<file path="config.mk">
export PLATFORM = sky130hd
export DESIGN_NAME = b16_sip_seq
export DESIGN_NICKNAME = d
export VERILOG_FILES = /design/src/rtl/sip_pkg.sv /design/src/rtl/b16_sip_psum.sv /design/src/rtl/b16_sip_seq.sv
export SDC_FILE = /design/constraint.sdc
export NUM_CORES = 1
export LEC_CHECK = 0
export ABC_CLOCK_PERIOD_IN_PS = 14200
export BUFFER_PORTS_ARGS = -buffer_cell sky130_fd_sc_hd__buf_2
export CAP_MARGIN = 20
export CORE_ASPECT_RATIO = 1.75
export CORE_MARGIN = 3
export CORE_UTILIZATION = 55
export CTS_CLUSTER_DIAMETER = 80
export CTS_CLUSTER_SIZE = 30
export DETAILED_ROUTE_END_ITERATION = 10
export PLACE_DENSITY = 0.78
export SKIP_CTS_REPAIR_TIMING = 1
export SYNTH_ARGS = -nofsm -noshare
export SYNTH_HDL_FRONTEND = slang
export SYNTH_HIERARCHICAL = 1
export SYNTH_SLANG_ARGS = --single-unit
</file>
<file path="constraint.sdc">
create_clock -name clk -period 14.2 [get_ports clk]
set_input_delay 1.42 -clock clk [delete_from_list [all_inputs] [get_ports clk]]
set_output_delay 1.42 -clock clk [all_outputs]
set_load 0.02 [all_outputs]
</file>
<file path="src/rtl/sip_pkg.sv">
// sip_pkg: shared lane geometry, FSM states and precision clamp for the bit-serial inner-product sequencer
package sip_pkg;
  localparam int LANES = 16;
  localparam int AW = 16;
  localparam int PSUM_W = 20;
  typedef enum logic [1:0] {IDLE, RUN, HOLD} state_t;
  function automatic logic [4:0] clamp_p(input logic [4:0] cfg, input logic [4:0] bw);
    return (cfg == 5'd0 || cfg > bw) ? bw : cfg;
  endfunction
endpackage

</file>
<file path="src/rtl/b16_sip_psum.sv">
// b16_sip_psum: combinational AND-sum of one bit-plane across all lanes
module b16_sip_psum
  import sip_pkg::*;
(
  input  logic [LANES*AW-1:0] a,
  input  logic [LANES-1:0]    plane,
  output logic [PSUM_W-1:0]   psum
);
  always_comb begin
    psum = '0;
    for (int k = 0; k < LANES; k++) psum += plane[k] ? PSUM_W'(a[k*AW +: AW]) : '0;
  end
endmodule

</file>
<file path="src/rtl/b16_sip_seq.sv">
// b16_sip_seq: bit-serial 16-lane inner-product sequencer; feeds planes MSB-first
// into the AND-sum and owns the shift-accumulate register
module b16_sip_seq #(
  parameter int LANES = 16,
  parameter int AW = 16,
  parameter int BW = 8,
  parameter int OW = 32,
  parameter bit SIGNED_B = 1'b1
) (
  input  logic                clk,
  input  logic                rst,
  input  logic                in_valid,
  output logic                in_ready,
  input  logic [LANES*AW-1:0] in_a,
  input  logic [LANES*BW-1:0] in_b,
  input  logic [4:0]          cfg_prec,
  output logic                out_valid,
  input  logic                out_ready,
  output logic [OW-1:0]       out_data,
  output logic                busy
);
  import sip_pkg::*;
  state_t                state;
  logic [LANES*AW-1:0]   a_r;
  logic [LANES*BW-1:0]   b_r;
  logic [3:0]            cnt;
  logic [3:0]            pm1;
  logic [OW-1:0]         acc;
  logic [LANES-1:0]      plane;
  logic [PSUM_W-1:0]     psum;
  logic [OW-1:0]         psum_x;
  logic [4:0]            p_in;
  assign p_in = clamp_p(cfg_prec, 5'(BW));
  assign psum_x = OW'(psum);
  assign in_ready = state == IDLE && !rst;
  assign out_valid = state == HOLD;
  assign out_data = out_valid ? acc : '0;
  assign busy = state != IDLE;
  always_comb begin
    plane = '0;
    for (int k = 0; k < LANES; k++) plane[k] = b_r[k*BW + int'(cnt)];
  end
  b16_sip_psum u_psum (.a(a_r), .plane(plane), .psum(psum));
  always_ff @(posedge clk) begin
    if (rst) begin
      state <= IDLE;
      acc <= '0;
      cnt <= '0;
    end else begin
      case (state)
        IDLE: if (in_valid) begin
          a_r <= in_a;
          b_r <= in_b;
          pm1 <= 4'(p_in - 5'd1);
          cnt <= 4'(p_in - 5'd1);
          acc <= '0;
          state <= RUN;
        end
        RUN: begin
          // the first plane of a two's-complement operand carries negative weight
          acc <= (SIGNED_B && cnt == pm1) ? '0 - psum_x : (acc << 1) + psum_x;
          cnt <= cnt == 4'd0 ? cnt : cnt - 4'd1;
          state <= cnt == 4'd0 ? HOLD : RUN;
        end
        HOLD: if (out_ready) state <= IDLE;
        default: state <= IDLE;
      endcase
    end
  end
endmodule

</file>
# Word-level counts from Yosys, hierarchy flattened
# Index checks and enable logic that the tools add are counted.
[word_totals]
reg_bits = 426
inputBits = 393
output_inout_bits = 35
word_cells = 151
[op_classes]
n_addsub = 34
magnitude_cmp = 17
eq_ne = 6
n_mux = 75
bitwise_logic = 1
n_reduce_logical = 12
[ops]
columns = ["op", "n"]
rows = [
  ["$add 20x20->20", 15],
  ["$mux 16", 16],
  ["$bmux 1 s7", 15],
  ["$mux 32", 3],
  ["$add 7x4->8 const A", 8],
  ["$lt 8x8->1 const B", 8],
  ["$pmux 32 s2", 1],
  ["$add 32x20->32", 1],
  ["$lt 7x8->1 const B", 4],
  ["$mux 1", 31],
  ["$add 6x4->7 const A", 4],
  ["$sub 1x20->21 const A", 1],
  ["$lt 6x8->1 const B", 2],
  ["$add 5x4->6 const A", 2],
  ["$mux 4", 3],
  ["$lt 4x8->1 const B", 1],
  ["$lt 5x8->1 const B", 1],
  ["$pmux 4 s2", 1],
  ["$sub 4x1->4 const B", 2],
  ["$mux 2", 3],
  ["$pmux 2 s3", 1],
  ["$reduce_and 3->1", 2],
  ["$add 4x4->5 const A", 1],
  ["$gt 5x4->1 const B", 1],
  ["15 further kinds", 18],
]

# Depth between registers and ports, before layout
[logic_depth]
word_depth = 23
ltp_mapped = 39
ltp_nobuf = 35

# Modules after synthesis
# The synthesis kept the hierarchy.
[by_module_without_submodules]
columns = ["mod", "n_inst", "cells_per_inst", "area_each_um2", "seq_area_each_um2"]
rows = [
  ["b16_sip_seq", 1, 929, 16434.5, 12411.9],
  ["b16_sip_psum", 1, 998, 8345.5, 0.0],
]

# Least setup slack after synthesis
# Ideal clock, no wire load.
[synth_path]
path_type = "input-to-reg"
start = "input rst"
end = "register a_r[0], enable pin"
arrival_ps = 10787
required_time_ps = 13401
slack_ps = 2614
cell_stages = 3
path_cell_list = "clkbuf_1 -> nor2_1 -> and2_1"
[synth_via]
elab_chain_len = 2
[synth_rtl]
columns = ["item", "line_no", "text"]
rows = [
  ["from (decl)", "b16_sip_seq.sv:11", "input logic rst,"],
  ["$not 1->1 (no line)", "n/a", ""],
  ["$reduce_and 3->1 (no line)", "n/a", ""],
  ["to (signal assigned)", "b16_sip_seq.sv:52", "a_r <= in_a;"],
  ["to (decl)", "b16_sip_seq.sv:24", "logic [LANES*AW-1:0] a_r;"],
]
# No other way between the ends.
# A chain may end at the register's enable or synchronous reset.

# Worst setup path in the final report
[layout_path]
start = "register cnt[0]"
end = "register acc[24]"
[layout_via]
elab_chain_len = 23
elab_cells_between_ends = 98
classes_between = "add/sub (32); eq/ne (1); mux (65)"
[layout_rtl]
columns = ["item", "line_no", "text"]
rows = [
  ["from (decl)", "b16_sip_seq.sv:26", "logic [3:0] cnt;"],
  ["from (signal assigned)", "b16_sip_seq.sv:55", "cnt <= 4'(p_in - 5'd1);"],
  ["from (signal assigned)", "b16_sip_seq.sv:62", "cnt <= cnt == 4'd0 ? cnt : cnt - 4'd1;"],
  ["$add 4x4->5 *", "b16_sip_seq.sv:41", "for (int k = 0; k < LANES; k++) plane[k] = b_r[k*BW + int'(cnt)];"],
  ["$bmux 1 s7 *", "b16_sip_seq.sv:41", ""],
  ["$mux 1 (implied by the code) * (2 in a row)", "b16_sip_seq.sv:41", ""],
  ["via plane[1]", "b16_sip_seq.sv:29", "logic [LANES-1:0] plane;"],
  ["$mux 16 *", "b16_sip_psum.sv:11", "for (int k = 0; k < LANES; k++) psum += plane[k] ? PSUM_W'(a[k*AW +: AW]) : '0;"],
  ["$add 20x20->20 * (15 in a row)", "b16_sip_psum.sv:11", ""],
  ["via psum[17]", "b16_sip_seq.sv:30", "logic [PSUM_W-1:0] psum;"],
  ["$add 32x20->32 / $sub 1x20->21 (equally long branches)", "b16_sip_seq.sv:61", "acc <= (SIGNED_B && cnt == pm1) ? '0 - psum_x : (acc << 1) + psum_x;"],
  ["$mux 32 *", "b16_sip_seq.sv:61", ""],
  ["$pmux 32 s2 *", "b16_sip_seq.sv:50", "case (state)"],
  ["to (signal assigned)", "b16_sip_seq.sv:61", ""],
  ["to (decl)", "b16_sip_seq.sv:28", "logic [OW-1:0] acc;"],
]
# The timed path passes the listed nets; every way through them passes the cells marked *. The select of a mux whose other input is x is not followed.

==> metrics.csv <==
metric,value,unit
status,finished clean,
port bufs,427,
initial core utilization,55.8,%
asr flop ratio synth,0,%
# fillers,3454,
unrepaired setup endpoints after global routing,no,
largest net degree at the start of global routing,89,
Ys Warns,6,
final setup fails,0,
IO Count,428,
layout cells sized above 1,23.2,%
CP endpoint kind,flip-flop,
FP Rows,102,
"commonest non-fill, non-tap cells in the layout","buf_2 (427), edfxtp_1 (388), inv_1 (281)",
"EDFF count, synth",388,
multi-input logic area,11100,sq um
"commonest non-fill, non-tap cell in the layout",buf_2,
minimum clock period after layout,11.11,ns
reg2reg path depth,32,
Sink Count,426,
Post-Syn Area,24800,sq um
die width,166,microns
Post-DP HPWL,56100,microns
Compound-Gate Fraction of Synth Area,6.52,%
Worst Path Arrival,11.60,ns
min-delay worst type,flip-flop to flip-flop,
max_slew headroom,25.6,%
Worst Tran Pin Value,1.12,ns
first drt pass iteration count,6,
DIE AREA,47700,sq um
highest-delay cell along the critical path,dfxtp_2,
number of DRC markers in iteration 0,1295,
height of the die,287,microns
setup TNS,0,ns
Layout Nets,2991,
Synth cell types,88,
Finished Layout Cells,2914,
number of nets with antenna violations after routing,0,
Syn Nets,2593,
mux contribution to synthesized area,4.56,%
fin crit share,78.2,%
global-route wire length before repair,105000,microns
Root Driver,clkbuf_16,
syn_area_per_cell,12.9,sq um
clk buf depth,3,
Avg WL per Cell,24.0,microns
cells after synthesis,1927,
"Clk Latency, worst-skew pair",0.58,ns
number of global-route vias before repair,18000,
Post-Synth XOR/XNOR Area,2.23,%
synthesis-stage register bit count,426,
critical path startpoint category,flip-flop,
residual DRC count,0,
Post-Place Cells,2877,
routed vias/inst,5.65,
Hold Path Depth,2,
TritonCTS Buffers,18,
total of max-cap violations,0,
Worst Path Required,14.69,ns
CTS tree,done,
Clock transition at path regs,0.11,ns
gpl congestion,0.948,
GRT overflow,0,
"Seq/Total Area, Yosys",50.1,%
initial antenna violation count,10,
Layout Area Growth over Synthesis,13.1,%
H-tree depth,1,
CP max FO,16,
fin. max-slew vios,0,
main combinational cell family by area after synthesis,adder cells,
Layout Skew,0.0387,ns
Post-Synth Adder-Cell Area,20.1,%
achievable frequency,0.0900,GHz
slowest cell delay on critical path,0.64,ns
Total Routed Length,69800,microns
post-synthesis simple-gate area fraction,11.2,%
CORE AREA,44400,sq um
vias,16500,
register area,12400,sq um
Setup CP Type,flip-flop to flip-flop,
CP most frequent cell,fa_1,
Main synth FF type,edfxtp_1,
Tot GR Track Use,29.2,%
final hold violations,0,
-- metal layers --
layer | track usage (%) | routed length, microns | share of wire, % | vias to the layer above
li1 | - | - | - | 7369
met1 | 30.1 | 22200 | 32 | 8197
met2 | 55.8 | 39200 | 56 | 701
met3 | 5.26 | 4260 | 6.1 | 181
met4 | 15.3 | 4060 | 5.8 | 8
met5 | 0 | 48 | 0.069 | -
-- final timing paths --
path | endpoint | start | slack (ns)
hold reg to reg | acc[4]$_SDFFE_PP0P_ | acc[4]$_SDFFE_PP0P_ | 0.49
setup reg to reg | acc[24]$_SDFFE_PP0P_ | cnt[0]$_SDFFE_PP0P_ | 3.09
setup / recovery | acc[24]$_SDFFE_PP0P_ | cnt[0]$_SDFFE_PP0P_ | 3.09
hold / removal | acc[4]$_SDFFE_PP0P_ | acc[4]$_SDFFE_PP0P_ | 0.49
-- logic make-up (layout without fill, tap and decap cells) --
family | Yosys count | count (layout)
AOI/OAI and AO/OA | 234 | 234
xor gates and xnor gates | 63 | 63
adders and majority gates | 273 | 273
buffers and inverters | 343 | 753
DFF | 426 | 426
muxes | 53 | 53
other | 1 | 6
and+or+nand+nor | 534 | 534
-- sequential cells by signal, indices dropped and copies added, names as in the netlist --
| register | flops |
|---|---|
| state | 2 |
| cnt | 4 |
| b_r | 128 |
| a_r | 256 |
| pm1 | 4 |
| acc | 32 |
-- critical path: cells and delay by family, from the launching register on --
family	cells	cell delay [ns]
AOI/OAI and AO/OA	6	1.68
xor gates and xnor gates	2	0.76
adders and majority gates	9	4.52
buffers and inverters	4	0.21
DFF	1	0.64
muxes	2	1.23
and+or+nand+nor	9	1.94
-- cells in the mapped netlist (20+ instances only) --
| cell | number | area share [%] |
|---|---|---|
| edfxtp_1 | 388 | 47 |
| and2_1 | 184 | 4.6 |
| xor2_1 | 25 | 0.88 |
| clkbuf_1 | 41 | 0.62 |
| a21oi_1 | 73 | 1.5 |
| inv_1 | 281 | 4.3 |
| ha_1 | 66 | 3.3 |
| dfxtp_1 | 38 | 3.1 |
| nand2_1 | 188 | 2.8 |
| xnor2_1 | 38 | 1.3 |
| mux4_2 | 48 | 4.4 |
| nand3_1 | 20 | 0.40 |
| nor2_1 | 57 | 0.86 |
| o21ai_0 | 25 | 0.50 |
| fa_1 | 207 | 17 |
-- per-stage QoR --
stage / hold slack [ns] / cell area, sq um / setup slack (ns) / utilization (%)
6_report: 0.487 / 28000 / 3.09 / 63.1
5_1_grt: 0.516 / 28000 / 2.45 / 63.1
4_1_cts: 0.490 / 28000 / 3.05 / 63.1
3_5_place_dp: 0.473 / 27500 / 3.15 / 61.9
3_3_place_gp: 0.470 / 27500 / 3.32 / 61.9
2_1_floorplan: 0.435 / 24800 / 2.61 / -
-- cell type report --
cell class | instances | area share, %
timing repair buffer | 440 | 7.97
tap | 572 | 2.55
clock inverter | 4 | 0.161
sequential | 426 | 44.3
clock buffer | 28 | 1.74
inverter | 281 | 3.76
antenna | 5 | 0.0446
multi-input combinational | 1158 | 39.5
Power is not shown: default switching activity piles up to over one toggle a cycle in this logic, so the estimate is an artifact.
